## config.mk

```make
export PLATFORM = sky130hd
export DESIGN_NAME = pipe_stage_chain
export DESIGN_NICKNAME = d
export VERILOG_FILES = /design/src/rtl/pipe_pkg.sv /design/src/rtl/pipe_stage_slot.sv /design/src/rtl/pipe_stage_chain.sv
export SDC_FILE = /design/constraint.sdc
export NUM_CORES = 1
export LEC_CHECK = 0
export BUFFER_PORTS_ARGS = -buffer_cell sky130_fd_sc_hd__buf_2
export CORE_MARGIN = 2
export CORE_UTILIZATION = 55
export DETAILED_ROUTE_END_ITERATION = 7
export GPL_ROUTABILITY_DRIVEN = 0
export PLACE_DENSITY = 0.85
export SYNTH_ARGS = -nofsm -noshare
export SYNTH_HDL_FRONTEND = slang
export SYNTH_SLANG_ARGS = --single-unit
```

## constraint.sdc

```tcl
create_clock -name i_clk -period 7.74 [get_ports i_clk]
set_input_delay 0.387 -clock i_clk [delete_from_list [all_inputs] [get_ports i_clk]]
set_output_delay 0.387 -clock i_clk [all_outputs]
set_load 0.03 [all_outputs]
```

## src/rtl/pipe_pkg.sv

```systemverilog
// rtl/pipe_pkg.sv - shared widths and control-bit indices for pipeline stage latches
package pipe_pkg;

  localparam int PIPE_DATA_WIDTH_DEF = 32;
  localparam int PIPE_CTRL_WIDTH_DEF = 16;

  typedef enum logic [1:0] {
    BND_IFID  = 2'd0,
    BND_IDEX  = 2'd1,
    BND_EXMEM = 2'd2,
    BND_MEMWB = 2'd3
  } pipe_boundary_e;

  localparam int IFID_DATA_WIDTH  = 64;
  localparam int IFID_CTRL_WIDTH  = 1;
  localparam int IDEX_DATA_WIDTH  = 128;
  localparam int IDEX_CTRL_WIDTH  = 16;
  localparam int EXMEM_DATA_WIDTH = 96;
  localparam int EXMEM_CTRL_WIDTH = 8;
  localparam int MEMWB_DATA_WIDTH = 64;
  localparam int MEMWB_CTRL_WIDTH = 4;

  // M bundle occupies the low bits, WB bundle sits directly above it
  localparam int CTRL_M_MEM_READ    = 0;
  localparam int CTRL_M_MEM_WRITE   = 1;
  localparam int CTRL_M_BRANCH      = 2;
  localparam int CTRL_WB_REG_WRITE  = 3;
  localparam int CTRL_WB_MEM_TO_REG = 4;

  function automatic int boundary_data_width(input pipe_boundary_e bnd);
    case (bnd)
      BND_IFID:  return IFID_DATA_WIDTH;
      BND_IDEX:  return IDEX_DATA_WIDTH;
      BND_EXMEM: return EXMEM_DATA_WIDTH;
      default:   return MEMWB_DATA_WIDTH;
    endcase
  endfunction

endpackage

```

## src/rtl/pipe_stage_slot.sv

```systemverilog
// rtl/pipe_stage_slot.sv - one register slot of the stage chain (valid, data, ctrl)
module pipe_stage_slot
  import pipe_pkg::*;
#(
  parameter int DATA_WIDTH = PIPE_DATA_WIDTH_DEF,
  parameter int CTRL_WIDTH = PIPE_CTRL_WIDTH_DEF
) (
  input  logic                  i_clk,
  input  logic                  i_reset,
  input  logic                  i_load,
  input  logic                  i_flush,
  input  logic                  i_valid,
  input  logic [DATA_WIDTH-1:0] i_data,
  input  logic [CTRL_WIDTH-1:0] i_ctrl,
  output logic                  o_valid,
  output logic [DATA_WIDTH-1:0] o_data,
  output logic [CTRL_WIDTH-1:0] o_ctrl
);

  logic                  valid_q, valid_d;
  logic [DATA_WIDTH-1:0] data_q, data_d;
  logic [CTRL_WIDTH-1:0] ctrl_q, ctrl_d;

  // Flush beats load; a bubble loads all-zero payload so stale data never lingers
  always_comb begin
    valid_d = valid_q;
    data_d  = data_q;
    ctrl_d  = ctrl_q;
    if (i_flush) begin
      valid_d = 1'b0;
      data_d  = '0;
      ctrl_d  = '0;
    end else if (i_load) begin
      valid_d = i_valid;
      data_d  = i_valid ? i_data : '0;
      ctrl_d  = i_valid ? i_ctrl : '0;
    end
  end

  always_ff @(posedge i_clk or posedge i_reset) begin
    if (i_reset) begin
      valid_q <= 1'b0;
      data_q  <= '0;
      ctrl_q  <= '0;
    end else begin
      valid_q <= valid_d;
      data_q  <= data_d;
      ctrl_q  <= ctrl_d;
    end
  end

  assign o_valid = valid_q;
  assign o_data  = data_q;
  assign o_ctrl  = ctrl_q;

endmodule

```

## src/rtl/pipe_stage_chain.sv

```systemverilog
// rtl/pipe_stage_chain.sv - N-slot valid/ready pipeline latch with flush, step gating and occupancy
module pipe_stage_chain
  import pipe_pkg::*;
#(
  parameter int N_STAGES   = 2,
  parameter int DATA_WIDTH = PIPE_DATA_WIDTH_DEF,
  parameter int CTRL_WIDTH = PIPE_CTRL_WIDTH_DEF,
  parameter int OCC_WIDTH  = $clog2(N_STAGES + 1)
) (
  input  logic                  i_clk,
  input  logic                  i_reset,
  input  logic                  i_step,
  input  logic [N_STAGES-1:0]   i_flush_mask,
  input  logic                  i_valid,
  output logic                  o_ready,
  input  logic [DATA_WIDTH-1:0] i_data,
  input  logic [CTRL_WIDTH-1:0] i_ctrl,
  output logic                  o_valid,
  input  logic                  i_ready,
  output logic [DATA_WIDTH-1:0] o_data,
  output logic [CTRL_WIDTH-1:0] o_ctrl,
  output logic [N_STAGES-1:0]   o_stage_valid,
  output logic [OCC_WIDTH-1:0]  o_occupancy
);

  logic [N_STAGES-1:0]   slot_v;
  logic [N_STAGES-1:0]   slot_rdy;
  logic [DATA_WIDTH-1:0] slot_d [N_STAGES];
  logic [CTRL_WIDTH-1:0] slot_c [N_STAGES];
  logic [OCC_WIDTH-1:0]  occ;

  // Ready ripples from the output end back toward slot 0
  always_comb begin
    slot_rdy = '0;
    slot_rdy[N_STAGES-1] = !slot_v[N_STAGES-1] | i_ready;
    for (int k = N_STAGES - 2; k >= 0; k--) begin
      slot_rdy[k] = !slot_v[k] | slot_rdy[k+1];
    end
  end

  for (genvar k = 0; k < N_STAGES; k++) begin : g_slot
    logic                  in_v;
    logic [DATA_WIDTH-1:0] in_d;
    logic [CTRL_WIDTH-1:0] in_c;

    if (k == 0) begin : g_head
      assign in_v = i_valid;
      assign in_d = i_data;
      assign in_c = i_ctrl;
    end else begin : g_body
      assign in_v = slot_v[k-1];
      assign in_d = slot_d[k-1];
      assign in_c = slot_c[k-1];
    end

    pipe_stage_slot #(
      .DATA_WIDTH(DATA_WIDTH),
      .CTRL_WIDTH(CTRL_WIDTH)
    ) u_slot (
      .i_clk  (i_clk),
      .i_reset(i_reset),
      .i_load (i_step & slot_rdy[k]),
      .i_flush(i_flush_mask[k]),
      .i_valid(in_v),
      .i_data (in_d),
      .i_ctrl (in_c),
      .o_valid(slot_v[k]),
      .o_data (slot_d[k]),
      .o_ctrl (slot_c[k])
    );
  end

  always_comb begin
    occ = '0;
    for (int k = 0; k < N_STAGES; k++) begin
      occ = occ + OCC_WIDTH'(slot_v[k]);
    end
  end

  // Reset masks o_ready so nothing presented during reset looks accepted
  assign o_ready       = i_step & slot_rdy[0] & !i_reset;
  assign o_valid       = i_step & slot_v[N_STAGES-1];
  assign o_data        = slot_d[N_STAGES-1];
  assign o_ctrl        = slot_v[N_STAGES-1] ? slot_c[N_STAGES-1] : '0;
  assign o_stage_valid = slot_v;
  assign o_occupancy   = occ;

endmodule

```

# --- Word level (Yosys, flattened, before mapping) ---
# Cells that the tools add are included.
classes:
  add_sub_neg: 1
  muxes: 17
  bitwise_logic: 6
  reduce_logical: 5
ops:
  columns: ["cell", "n"]
  rows:
  - ["32-bit 2-to-1 mux", 6]
  - ["16-bit 2-to-1 mux", 7]
  - ["1-bit AND", 4]
  - ["1-bit 2-to-1 mux", 4]
  - ["2-bit nonzero test", 2]
  - ["1-bit logical NOT", 3]
  - ["1-bit by 1-bit adder with 2-bit output", 1]
  - ["1-bit OR", 2]
totals:
  regBits: 98
  inputBits: 55
  wordCells: 35

# --- Logic depth before layout (Yosys ltp) ---
# Gate-level depths: netlist of run 1.
logic_depth:
  word_depth: 6
  ltp_mapped: 7

# --- By module ---
# From an unflattened synthesis of run 1, not the netlist that was laid out.
hier_totals:
  hier_cells: 369
  area_unflattened_um2: 4307.9
modules_own_cells:
  columns: ["mod", "instances", "cells_per_inst", "area_each_um2"]
  rows:
  - ["pipe_stage_slot", 2, 172, 2063.2]
  - ["pipe_stage_chain", 1, 25, 181.4]

# --- Least setup slack after synthesis of run 1 ---
# No wires, ideal clock.
synth_path:
  path_type: "input port to output port"
  startpoint: "input i_reset"
  endpoint: "output o_ready"
  t_arrival_ns: 3.015
  t_required_ns: 7.353
  setup_slack_ns: 4.338
  cell_stages: 2
  path_buffers: 0
  cell_sequence: "inv_1 and3_1"
synth_via:
  elab_chain_cells: 2
synth_lines:
  columns: ["item", "line", "text"]
  rows:
  - ["start, declared", "pipe_stage_chain.sv:11", "input logic i_reset,"]
  - ["1-bit logical NOT (no line)", null, null]
  - ["1-bit AND", "pipe_stage_chain.sv:81", "assign o_ready = i_step & slot_rdy[0] & !i_reset;"]
  - ["end, declared", "pipe_stage_chain.sv:15", "output logic o_ready,"]
# No other way between the ends.

# --- Final worst setup path of run 1 ---
layout_path:
  startpoint: "register g_slot[1].u_slot.valid_q"
  endpoint: "register g_slot[0].u_slot.data_q[5]"
layout_via:
  elab_chain_cells: 5
layout_lines:
  columns: ["item", "line", "text"]
  rows:
  - ["start, declared", "pipe_stage_slot.sv:20", "logic valid_q, valid_d;"]
  - ["start signal, assigned", "pipe_stage_slot.sv:46", "valid_q <= valid_d;"]
  - ["1-bit logical NOT", "pipe_stage_chain.sv:35", "slot_rdy[N_STAGES-1] = !slot_v[N_STAGES-1] | i_ready;"]
  - ["1-bit OR", "pipe_stage_chain.sv:35", null]
  - ["1-bit OR", "pipe_stage_chain.sv:37", "slot_rdy[k] = !slot_v[k] | slot_rdy[k+1];"]
  - ["1-bit AND", "pipe_stage_chain.sv:62", ".i_load (i_step & slot_rdy[k]),"]
  - ["2-bit nonzero test (no line)", null, null]
  - ["end signal, assigned", "pipe_stage_slot.sv:47", "data_q <= data_d;"]
  - ["end, declared", "pipe_stage_slot.sv:21", "logic [DATA_WIDTH-1:0] data_q, data_d;"]
# No other way between the ends.
# A chain may end at the register's enable or synchronous reset.

==> run metrics, run 1 <==
Mapped Nets 304; DRC Markers 0; core area 6350 sq um; via density per instance 5.89; area share of and/or/nand/nor cells after synthesis 4.15%; portion of synthesized cell area occupied by the leading cell type 67.7%; Max stage delay cell, worst path sky130_fd_sc_hd__dfrtp_1; Static Leak 2.40 nW; Initial Util 57.0%; most common cell after layout, fill and taps aside sky130_fd_sc_hd__buf_2; largest net degree at the start of global routing 76; GRT Overall Usage 22.6%; startpoint of the lowest-slack hold path i_ctrl[12]; achievable frequency 0.457 GHz; number of failing hold endpoints at the final stage 0; count of max-cap constraint violations 0; max-slew headroom at the worst pin 34.0%; 1st-iter DRT viols 212; die footprint 7250 sq um; clock edge transition at the registers on the reported setup and hold paths 0.12 ns; remaining global-route overflow 0; area growth from synthesis to final layout 20.8%; Adder-Cell Fraction of Synth Area 0.345%; share of the cycle needed by the critical path after routing 28.3%; slew of the pin with the lowest slew margin 0.991 ns; Die Height 85.2 microns; count of warnings emitted by yosys 0; Slew Viols, Final 0; xor/xnor share of the synthesized area 0%; status finished clean; top library cells by usage in the layout, fill and taps aside 108 x sky130_fd_sc_hd__buf_2, 98 x sky130_fd_sc_hd__dfrtp_1, 96 x sky130_fd_sc_hd__a22o_1, 17 x sky130_fd_sc_hd__and2_1, 9 x sky130_fd_sc_hd__clkbuf_8; end of the worst register-to-register path g_slot[0].u_slot.o_data[5]; floorplan die width 85.2 microns; Buf/Inv on CP 1; share of layout cells above drive strength 1 38.0%; cell class contributing the biggest share of worst-path delay compound AO/OA/AOI/OAI gates; count of final setup violators 0; Worst setup startpoint g_slot[1].u_slot.o_valid; startpoint types flop; worst-case clock skew 0.0192 ns; arrival time reported for the critical path endpoint 2.48 ns; core utilization of the finished layout 68.9%; antenna-violating nets left 0; final layout net count 401; count of input and output buffers 108; synthesized cell area 3620 sq um; fraction of synthesized area in multiplexers 0%; First-pass DRT Iterations 4; worst-skew pair later-pin latency 0.37 ns; post-synthesis area per instance 14.6 sq um; global-route wire length before repair 12.6 mm; post-route setup TNS 0 ns; kind of end point of the critical path flop; number of cells on the worst hold path 2; vias 2,514; min Tclk post-route 2.19 ns; Top Ports 109; peak supply drop 0.000122 V; antenna violations before repair 0; highest cell delay on the worst timing path 0.69 ns; PwrDens 209 nW/um^2; unrepaired setup endpoints after global routing no; number of storage elements in the synthesis netlist 98; number of global-route vias before repair 2,491; Num CTS Buffers 9; compound-gate portion of the synthesized area 23.9%; Hold Crit Class in -> reg; DP HPWL 4.91 mm; sequence of cells on the critical path nand3b_2, a21oi_4, buf_4, a22o_1; post-CTS setup buffer count 0; clock sink count 98; cell at the root of the clock tree sky130_fd_sc_hd__clkbuf_8; maximum fanout along the worst path 27; number of diodes added for antenna fixing 0; Reg2Reg Launch Point g_slot[1].u_slot.o_valid; endpoint with the worst hold slack g_slot[0].u_slot.o_ctrl[12]; synth top area cells sky130_fd_sc_hd__dfrtp_1 68%, sky130_fd_sc_hd__a22o_1 23%, sky130_fd_sc_hd__and2_1 2.9%, sky130_fd_sc_hd__clkbuf_1 1.2%, sky130_fd_sc_hd__buf_2 1.1%; clock tree from TritonCTS done; reg2reg setup slack 5.55 ns; FP Rows 29; required time of the worst setup path 8.04 ns; Wirelength per Cell 18.2 microns; WS Path Type reg -> reg; post-detailed-routing wire length 7.76 mm; area leader, netlist sky130_fd_sc_hd__dfrtp_1; total number of H-tree levels 3; sequential cell area fraction in the yosys report 67.7%; combinational family with the most area after synthesis compound AO/OA/AOI/OAI gates; number of distinct standard cells referenced by the synthesized netlist 15; cell count after synthesis 248; maximum root-to-sink buffer count 2; worst reg-to-reg path cell count 4
-- worst max path at each step --
| stage | endpoint | slack, ns | depth (start not counted) |
|---|---|---|---|
| after floorplan | o_ready | 4.34 | 2 |
| after global placement | g_slot[1].u_slot.o_data[6] | 5.64 | 4 |
| after detailed placement | g_slot[0].u_slot.o_data[2] | 5.57 | 4 |
| after CTS | g_slot[0].u_slot.o_data[5] | 5.55 | 4 |
| after global routing | g_slot[0].u_slot.o_ctrl[15] | 5.33 | 4 |
| final | g_slot[0].u_slot.o_data[5] | 5.55 | 4 |
-- report_power, final --
| group | switching [mW] | internal, mW |
|---|---|---|
| clock | 0.197 | 0.127 |
| combinational | 0.0377 | 0.0228 |
| sequential | 0.00752 | 0.523 |
-- synth_stat cells, drive strengths merged --
| master | count |
|---|---|
| and4b | 2 |
| and3 | 1 |
| buf | 14 |
| clkbuf | 12 |
| a21oi | 2 |
| and2 | 17 |
| nand2b | 1 |
| dfrtp | 98 |
| a22o | 96 |
| nand3b | 1 |
| inv | 1 |
| a21o | 2 |
| ha | 1 |
-- cells by family (layout without fill, tap and decap cells) --
| logic type | count (synthesis) | in the layout |
|---|---|---|
| AO/OA/AOI/OAI | 100 | 100 |
| adder cells (fa/ha/maj) | 1 | 1 |
| buffers and inverters | 27 | 129 |
| flip-flops | 98 | 98 |
| AND/OR/NAND/NOR | 22 | 22 |
-- state kept, by name, indices dropped and copies added, names as in the netlist --
| name | count |
|---|---|
| g_slot.u_slot.o_valid | 2 |
| g_slot.u_slot.o_data | 64 |
| g_slot.u_slot.o_ctrl | 32 |
-- stage by stage --
| stage | cells | setup slack (ns) | area [sq um] | power, mW | hold slack [ns] |
|---|---|---|---|---|---|
| 2_1_floorplan | 248 | 4.34 | 3620 | 0.575 | 0.465 |
| 3_3_place_gp | 410 | 5.64 | 4170 | 0.599 | 0.362 |
| 3_5_place_dp | 410 | 5.57 | 4170 | 0.601 | 0.371 |
| 4_1_cts | 427 | 5.55 | 4370 | 0.919 | 0.225 |
| 5_1_grt | 427 | 5.33 | 4370 | 0.951 | 0.225 |
| 6_report | 427 | 5.55 | 4370 | 0.915 | 0.228 |
-- final cells by class --
cell class / count / area, sq um
Clock buffer: 9 / 124
Fill cell: 454 / 1980
Timing Repair Buffer: 112 / 573
Clock inverter: 7 / 68.8
Tap cell: 77 / 96.3
Multi-Input combinational cell: 123 / 1050
Inverter: 1 / 6.26
Sequential cell: 98 / 2450
-- per-layer routing --
metal	track usage [%]	up-vias	share of wire, %
met3	4.38	23	5.5
met4	12.4	0	3.8
li1	-	1130	-
met5	0	-	0
met1	35.0	1269	46
met2	30.3	92	45
-- repair_timing --
action	in CTS	in global routing
hold endpoints to repair	23	0
hold buffers	1	0
resized for setup	0	0
(Power assumes the default switching activity.)
==> run 2: changes to the inputs <==
- ABC_AREA: unset -> 1
- CORE_UTILIZATION: 55 -> 48
- PLACE_DENSITY: 0.85 -> 0.76
- clock period: 7.74 -> 1.91 ns (I/O delays scaled with it)
==> run 2 against run 1 <==
Effect of this change:
- critical path depth stayed put
- largest power group unchanged
- clock skew is 0.0078 ns lower
- setup slack got worse by 5.3 ns
- hold slack got worse by 0.22 ns
- register-to-register slack worse by 5.1 ns
==> run metrics, run 2 <==
status finished clean (unchanged); core area 8810 sq um (was 6350 sq um); remaining global-route overflow 0 (unchanged); Post-synth EDFFs 0 (unchanged); WS Path Type reg -> out (was reg -> reg); GR met3 Demand/Resource 2.39% (was 4.38%); peak supply drop 0.000354 V (was 0.000122 V); Hold Slack 0.00738 ns (was 0.228 ns); count of warnings emitted by yosys 0 (unchanged); clock tree from TritonCTS done (unchanged); Reg power frac 56.0% (was 58.0%); area leader, netlist sky130_fd_sc_hd__dfrtp_1 (unchanged); Static Leak 3.13 nW (was 2.40 nW); antenna violations before repair 0 (unchanged); PwrDens 718 nW/um^2 (was 209 nW/um^2); count leader, synth sky130_fd_sc_hd__nand2_1 (was sky130_fd_sc_hd__dfrtp_1); area of placed instances 5010 sq um (was 4170 sq um); sequential cell area fraction in the yosys report 55.7% (was 67.7%); count of final setup violators 0 (unchanged); top library cells by usage in the layout, fill and taps aside 115 x sky130_fd_sc_hd__nand2_1, 107 x sky130_fd_sc_hd__buf_2, 100 x sky130_fd_sc_hd__nand3_1, 98 x sky130_fd_sc_hd__dfrtp_1, 96 x sky130_fd_sc_hd__nand4_1 (was 108 x sky130_fd_sc_hd__buf_2, 98 x sky130_fd_sc_hd__dfrtp_1, 96 x sky130_fd_sc_hd__a22o_1, 17 x sky130_fd_sc_hd__and2_1, 9 x sky130_fd_sc_hd__clkbuf_8); met2 Use GR 36.5% (was 30.3%); share of flip-flops with an asynchronous set or reset 100% (unchanged); max-slew headroom at the worst pin 63.8% (was 34.0%); number of storage elements in the synthesis netlist 98 (unchanged); slew of the pin with the lowest slew margin 0.542 ns (was 0.991 ns); First-pass DRT Iterations 5 (was 4); worst-case clock skew 0.0114 ns (was 0.0192 ns); arrival time reported for the critical path endpoint 1.52 ns (was 2.48 ns); synthesized cell area 4400 sq um (was 3620 sq um); Finished Cell Area 5340 sq um (was 4370 sq um); post-synthesis area per instance 8.89 sq um (was 14.6 sq um); Worst setup startpoint g_slot[1].u_slot.o_valid (unchanged); floorplan die width 99.8 microns (was 85.2 microns); FP Rows 34 (was 29); share of layout cells above drive strength 1 24.7% (was 38.0%); Top Usage Layer GRT met2 (was met1); highest cell delay on the worst timing path 0.49 ns (was 0.69 ns); 1st-iter DRT viols 302 (was 212); antenna-violating nets left 0 (unchanged); cell class contributing the biggest share of worst-path delay flip-flops (was compound AO/OA/AOI/OAI gates); combinational power share 10.1% (was 6.6%); number of global-route vias before repair 3,693 (was 2,491); Num CTS Buffers 9 (unchanged); unrepaired setup endpoints after global routing no (unchanged); Net Sw Frac 24.7% (was 26.5%); Initial Util 50.0% (was 57.0%); final layout net count 646 (was 401); vias 3,965 (was 2,514); worst-skew pair later-pin latency 0.35 ns (was 0.37 ns); maximum fanout along the worst path 27 (unchanged); die footprint 9950 sq um (was 7250 sq um); number of diodes added for antenna fixing 0 (unchanged); met1 usage 32.8% (was 35.0%); count of max-cap constraint violations 0 (unchanged); most common library cells after synthesis 116 x sky130_fd_sc_hd__nand2_1, 100 x sky130_fd_sc_hd__nand3_1, 98 x sky130_fd_sc_hd__dfrtp_1, 96 x sky130_fd_sc_hd__nand4_1, 21 x sky130_fd_sc_hd__buf_2 (was 98 x sky130_fd_sc_hd__dfrtp_1, 96 x sky130_fd_sc_hd__a22o_1, 17 x sky130_fd_sc_hd__and2_1, 12 x sky130_fd_sc_hd__clkbuf_1, 8 x sky130_fd_sc_hd__buf_2); largest net degree at the start of global routing 77 (was 76); DP HPWL 7.19 mm (was 4.91 mm); most common cell after layout, fill and taps aside sky130_fd_sc_hd__nand2_1 (was sky130_fd_sc_hd__buf_2); number of failing hold endpoints at the final stage 0 (unchanged); total number of H-tree levels 3 (unchanged); Max stage delay cell, worst path sky130_fd_sc_hd__dfrtp_1 (unchanged); Pint 2.88 mW (was 673 uW); area growth from synthesis to final layout 21.3% (was 20.8%); Reg2Reg Launch Point g_slot[1].u_slot.o_valid (unchanged); post-route setup TNS 0 ns (unchanged); cell at the root of the clock tree sky130_fd_sc_hd__clkbuf_8 (unchanged); cell count after synthesis 495 (was 248); post-detailed-routing wire length 10.9 mm (was 7.76 mm); clock edge transition at the registers on the reported setup and hold paths 0.09 ns (was 0.12 ns); achievable frequency 0.619 GHz; maximum root-to-sink buffer count 2 (unchanged); dominant register cell in the synthesized netlist sky130_fd_sc_hd__dfrtp_1 (unchanged); global-route wire length before repair 18.2 mm (was 12.6 mm); number of distinct standard cells referenced by the synthesized netlist 16 (was 15); GRT Overall Usage 22.7% (was 22.6%); Die Height 99.8 microns (was 85.2 microns); synth top area cells sky130_fd_sc_hd__dfrtp_1 56%, sky130_fd_sc_hd__nand4_1 14%, sky130_fd_sc_hd__nand3_1 11%, sky130_fd_sc_hd__nand2_1 9.9%, sky130_fd_sc_hd__buf_2 2.4% (was sky130_fd_sc_hd__dfrtp_1 68%, sky130_fd_sc_hd__a22o_1 23%, sky130_fd_sc_hd__and2_1 2.9%, sky130_fd_sc_hd__clkbuf_1 1.2%, sky130_fd_sc_hd__buf_2 1.1%); Top Ports 109 (unchanged); min Tclk post-route 1.61 ns; Wirelength per Cell 15.6 microns (was 18.2 microns); Mapped Nets 551 (was 304); clock sink count 98 (unchanged); switching component of the power 946 uW (was 242 uW); kind of end point of the critical path primary output (was flop); DRC Markers 0 (unchanged); startpoint of the lowest-slack hold path i_data[3] (was i_ctrl[12]); share of the cycle needed by the critical path after routing 84.5%; required time of the worst setup path 1.81 ns (was 8.04 ns); portion of synthesized cell area occupied by the leading cell type 55.7% (was 67.7%); max reg flops 64 (unchanged); startpoint types flop (unchanged); part of the total power dissipated in the clock network 33.9% (was 35.4%); Buf/Inv on CP 1 (unchanged); via density per instance 5.65 (was 5.89); Hold Crit Class in -> reg (unchanged); Slew Viols, Final 0 (unchanged); count of input and output buffers 108 (unchanged); sequence of cells on the critical path nand3_4, nand2_4, nor2_1, buf_2 (was nand3b_2, a21oi_4, buf_4, a22o_1)
-- run 2: cell count changes after synthesis, moves of 5 or more --
cell                       before  now
sky130_fd_sc_hd__a22o_1        96    0
sky130_fd_sc_hd__and2_1        17    0
sky130_fd_sc_hd__buf_1          0    8
sky130_fd_sc_hd__buf_2          8   21
sky130_fd_sc_hd__clkbuf_1      12   17
sky130_fd_sc_hd__inv_1          1   20
sky130_fd_sc_hd__nand2_1        0  116
sky130_fd_sc_hd__nand3_1        0  100
sky130_fd_sc_hd__nand4_1        0   96
-- run 2: cells by family after synthesis --
family                     synth area share (%)
adders and majority gates                 0.284
DFF                                        55.7
and+or+nand+nor                            35.9
buffers and inverters                      8.10
-- run 2: area by class of cell --
class                           count  area [sq um]
Multi-Input combinational cell    319          1610
Tap cell                          108           135
Fill cell                         781          3470
Timing Repair Buffer              139           861
Sequential cell                    98          2450
Clock buffer                       13           149
Inverter                           23          90.1
Clock inverter                      2          37.5
-- run 2: metrics by stage --
step / cells / util, % / power [mW] / setup WS (ns)
2_1_floorplan: 495 / - / 2.41 / 0.519
5_1_grt: 702 / 60.6 / 3.99 / 0.172
3_5_place_dp: 673 / 56.8 / 2.55 / 0.342
6_report: 702 / 60.6 / 3.83 / 0.296
4_1_cts: 702 / 60.6 / 3.86 / 0.129
3_3_place_gp: 673 / 56.8 / 2.54 / 0.436
-- run 2: worst reg2reg max path, cell delays in order, from the launching register on --
cell	delay, ns
sky130_fd_sc_hd__dfrtp_1	0.52
sky130_fd_sc_hd__nand2_2	0.12
sky130_fd_sc_hd__nand2_2	0.30
sky130_fd_sc_hd__buf_4	0.29
sky130_fd_sc_hd__nand3_1	0.11
sky130_fd_sc_hd__nand2_1	0.09
-- run 2: final timing paths --
| check | end | slack [ns] | depth (start not counted) |
|---|---|---|---|
| min | g_slot[0].u_slot.o_data[3] | 0.007 | 3 |
| min in group asynchronous | g_slot[1].u_slot.o_data[1] | 0.33 | 3 |
| max in group asynchronous | g_slot[0].u_slot.o_data[22] | 1.00 | 4 |
| max | o_ready | 0.30 | 4 |
| min reg2reg | g_slot[1].u_slot.o_data[25] | 0.51 | 2 |
| max reg2reg | g_slot[1].u_slot.o_data[31] | 0.43 | 5 |
-- run 2: power groups by stage --
| stage | clock network (mW) | registers [mW] | logic, mW |
|---|---|---|---|
| 5_1_grt | 1.41 | 2.15 | 0.428 |
| 3_5_place_dp | 0 | 2.19 | 0.366 |
| 3_3_place_gp | 0 | 2.18 | 0.360 |
| 2_1_floorplan | 0 | 2.19 | 0.222 |
| 6_report | 1.30 | 2.15 | 0.387 |
| 4_1_cts | 1.33 | 2.15 | 0.388 |
-- run 2: repair_timing --
action,4_1_cts,5_1_grt
hold buffers,14,0
setup buffers,0,0
endpoints found under the setup margin,0,1
hold endpoints to repair,33,0
gates resized for setup,0,1
-- run 2: metal layers --
metal	part of all wire (%)	routed length [microns]
met1	44	4770
met2	50	5440
met3	5.3	577
met4	1.5	159
met5	0	0
==> run 3: changes to the inputs <==
- CORE_UTILIZATION: 48 -> 53
- PLACE_DENSITY: 0.76 -> 0.79
- clock period: 1.91 -> 1.5 ns (I/O delays scaled with it)
==> run 3 against run 2 <==
Effect of this change:
- first-iteration DRC count is 1.3% higher
- via count rose by 6.6%
- clock skew is 0.0022 ns lower
- cell count increased by 5.6%
- total power up 32%
- utilization grew 11 points
- sequential power grew 27%
- sequential share of layout area fell by 3.5 points
- critical path depth down 1
- register-to-register slack got worse by 0.33 ns
- die area down 9.1%
- critical path type unchanged
==> run metrics, run 3 (same netlist as run 2, synthesis figures left out) <==
number of global-route vias before repair 3,884 (was 3,693); achievable frequency 0.675 GHz; largest net degree at the start of global routing 99 (was 77); remaining global-route overflow 0 (unchanged); via density per instance 5.70 (was 5.65); floorplan die width 95.1 microns (was 99.8 microns); antenna violations before repair 0 (unchanged); count of final setup violators 0 (unchanged); total number of H-tree levels 3 (unchanged); share of layout cells above drive strength 1 24.9% (was 24.7%); number of failing hold endpoints at the final stage 0 (unchanged); antenna-violating nets left 0 (unchanged); clock sink count 98 (unchanged); required time of the worst setup path 1.42 ns (was 1.81 ns); final cell count without fillers 741 (was 702); Slew Viols, Final 0 (unchanged); DP HPWL 7.07 mm (was 7.19 mm); unrepaired setup endpoints after global routing no (unchanged); max-slew headroom at the worst pin 66.0% (was 63.8%); WS Path Type reg -> out (unchanged); post-route setup TNS 0 ns (unchanged); top library cells by usage in the layout, fill and taps aside 115 x sky130_fd_sc_hd__nand2_1, 105 x sky130_fd_sc_hd__buf_2, 100 x sky130_fd_sc_hd__nand3_1, 96 x sky130_fd_sc_hd__nand4_1, 96 x sky130_fd_sc_hd__dfrtp_1 (was 115 x sky130_fd_sc_hd__nand2_1, 107 x sky130_fd_sc_hd__buf_2, 100 x sky130_fd_sc_hd__nand3_1, 98 x sky130_fd_sc_hd__dfrtp_1, 96 x sky130_fd_sc_hd__nand4_1); most common cell after layout, fill and taps aside sky130_fd_sc_hd__nand2_1 (unchanged); PwrDens 876 nW/um^2 (was 718 nW/um^2); First-pass DRT Iterations 6 (was 5); GRT Overall Usage 26.1% (was 22.7%); Static Leak 3.32 nW (was 3.13 nW); DRC Markers 0 (unchanged); slew of the pin with the lowest slew margin 0.510 ns (was 0.542 ns); core area 8130 sq um (was 8810 sq um); core utilization of the finished layout 71.2% (was 60.6%); global-route wire length before repair 18.1 mm (was 18.2 mm); area of placed instances 5040 sq um (was 5010 sq um); FP Rows 33 (was 34); cell at the root of the clock tree sky130_fd_sc_hd__clkbuf_8 (unchanged); Finished Cell Area 5790 sq um (was 5340 sq um); peak supply drop 0.000507 V (was 0.000354 V); startpoint types flop (unchanged); worst-skew pair later-pin latency 0.36 ns (was 0.35 ns); count of input and output buffers 108 (unchanged); Die Height 95.1 microns (was 99.8 microns); worst-case clock skew 0.00924 ns (was 0.0114 ns); post-detailed-routing wire length 11.7 mm (was 10.9 mm); die footprint 9050 sq um (was 9950 sq um); arrival time reported for the critical path endpoint 1.41 ns (was 1.52 ns); clock edge transition at the registers on the reported setup and hold paths 0.08 ns (was 0.09 ns); count of max-cap constraint violations 0 (unchanged); placed insts 673 (unchanged); Top Ports 109 (unchanged); maximum root-to-sink buffer count 2 (unchanged); area growth from synthesis to final layout 31.5% (was 21.3%); number of cells on the worst hold path 3 (unchanged); Hold Crit Class in -> reg (unchanged); sum of met2 wire segment lengths after detailed routing 5.79 mm (was 5.44 mm); min Tclk post-route 1.48 ns; Initial Util 54.1% (was 50.0%); status finished clean (unchanged); kind of end point of the critical path primary output (unchanged); routed length on met3 765 microns (was 577 microns); worst reg-to-reg path cell count 6 (was 5); vias 4,225 (was 3,965); Wirelength per Cell 15.8 microns (was 15.6 microns); maximum fanout along the worst path 3 (was 27); share of the cycle needed by the critical path after routing 98.8%; final layout net count 686 (was 646); wire length on met1 4.71 mm (was 4.77 mm); max reg flops 64 (unchanged); Num CTS Buffers 9 (unchanged); clock tree from TritonCTS done (unchanged); 1st-iter DRT viols 306 (was 302); uppermost metal layer occupied by signal nets met4 (unchanged)
==> run 3: worst paths after layout <==
| kind | start | endpoint | slack (ns) |
|---|---|---|---|
| worst max-delay path | g_slot[1].u_slot.o_valid | o_occupancy[0] | 0.02 |
| worst min-delay path | i_step | g_slot[1].u_slot.o_ctrl[15] | 0.06 |
| worst max register to register | g_slot[1].u_slot.o_valid | g_slot[1].u_slot.o_data[4] | 0.10 |
| worst min register to register | g_slot[0].u_slot.o_data[13] | g_slot[0].u_slot.o_data[13] | 0.51 |
| max in group asynchronous | i_reset | g_slot[1].u_slot.o_valid | 0.68 |
| min in group asynchronous | i_reset | g_slot[1].u_slot.o_data[4] | 0.42 |
==> run 3: area by class of cell <==
| cell class | instances | area, sq um |
|---|---|---|
| Fill cell | 630 | 2340 |
| Inverter | 23 | 90.1 |
| Tap cell | 105 | 131 |
| Antenna cell | 1 | 2.50 |
| Clock buffer | 12 | 155 |
| Clock inverter | 4 | 50.0 |
| Multi-Input combinational cell | 319 | 1620 |
| Timing Repair Buffer | 179 | 1280 |
| Sequential cell | 98 | 2450 |
==> run 3: repair_timing <==
action	in CTS	in global routing
hold buffers	48	1
pin swaps	0	0
setup buffers	2	0
setup endpoints to repair	2	9
hold endpoints to repair	145	1
resized for setup	4	7
==> run 3: routing by layer <==
layer,vias up,track usage [%]
met1,2012,33.3
met5,-,0
met4,0,13.0
li1,1986,-
met3,37,4.82
met2,190,42.8
==> run 3: metrics by stage <==
step	hold slack, ns	power [mW]	worst slack, ns
finish	0.0645	5.07	0.0183
global route	0.0707	5.25	0.000560
CTS	0.00405	5.08	0.0000961
detailed placement	0.273	3.26	0.168
global placement	0.268	3.24	0.240
floorplan	0.228	3.07	0.130
==> run 3: power by group <==
part	switching (mW)	internal (mW)
Clock	0.885	0.860
Combinational	0.351	0.241
Sequential	0.0360	2.70
Total	1.27	3.80
==> run 3: critical path, stage by stage (launching register included) <==
cell	delay, ns
sky130_fd_sc_hd__dfrtp_2	0.45
sky130_fd_sc_hd__buf_6	0.13
sky130_fd_sc_hd__ha_1	0.31
sky130_fd_sc_hd__buf_6	0.16
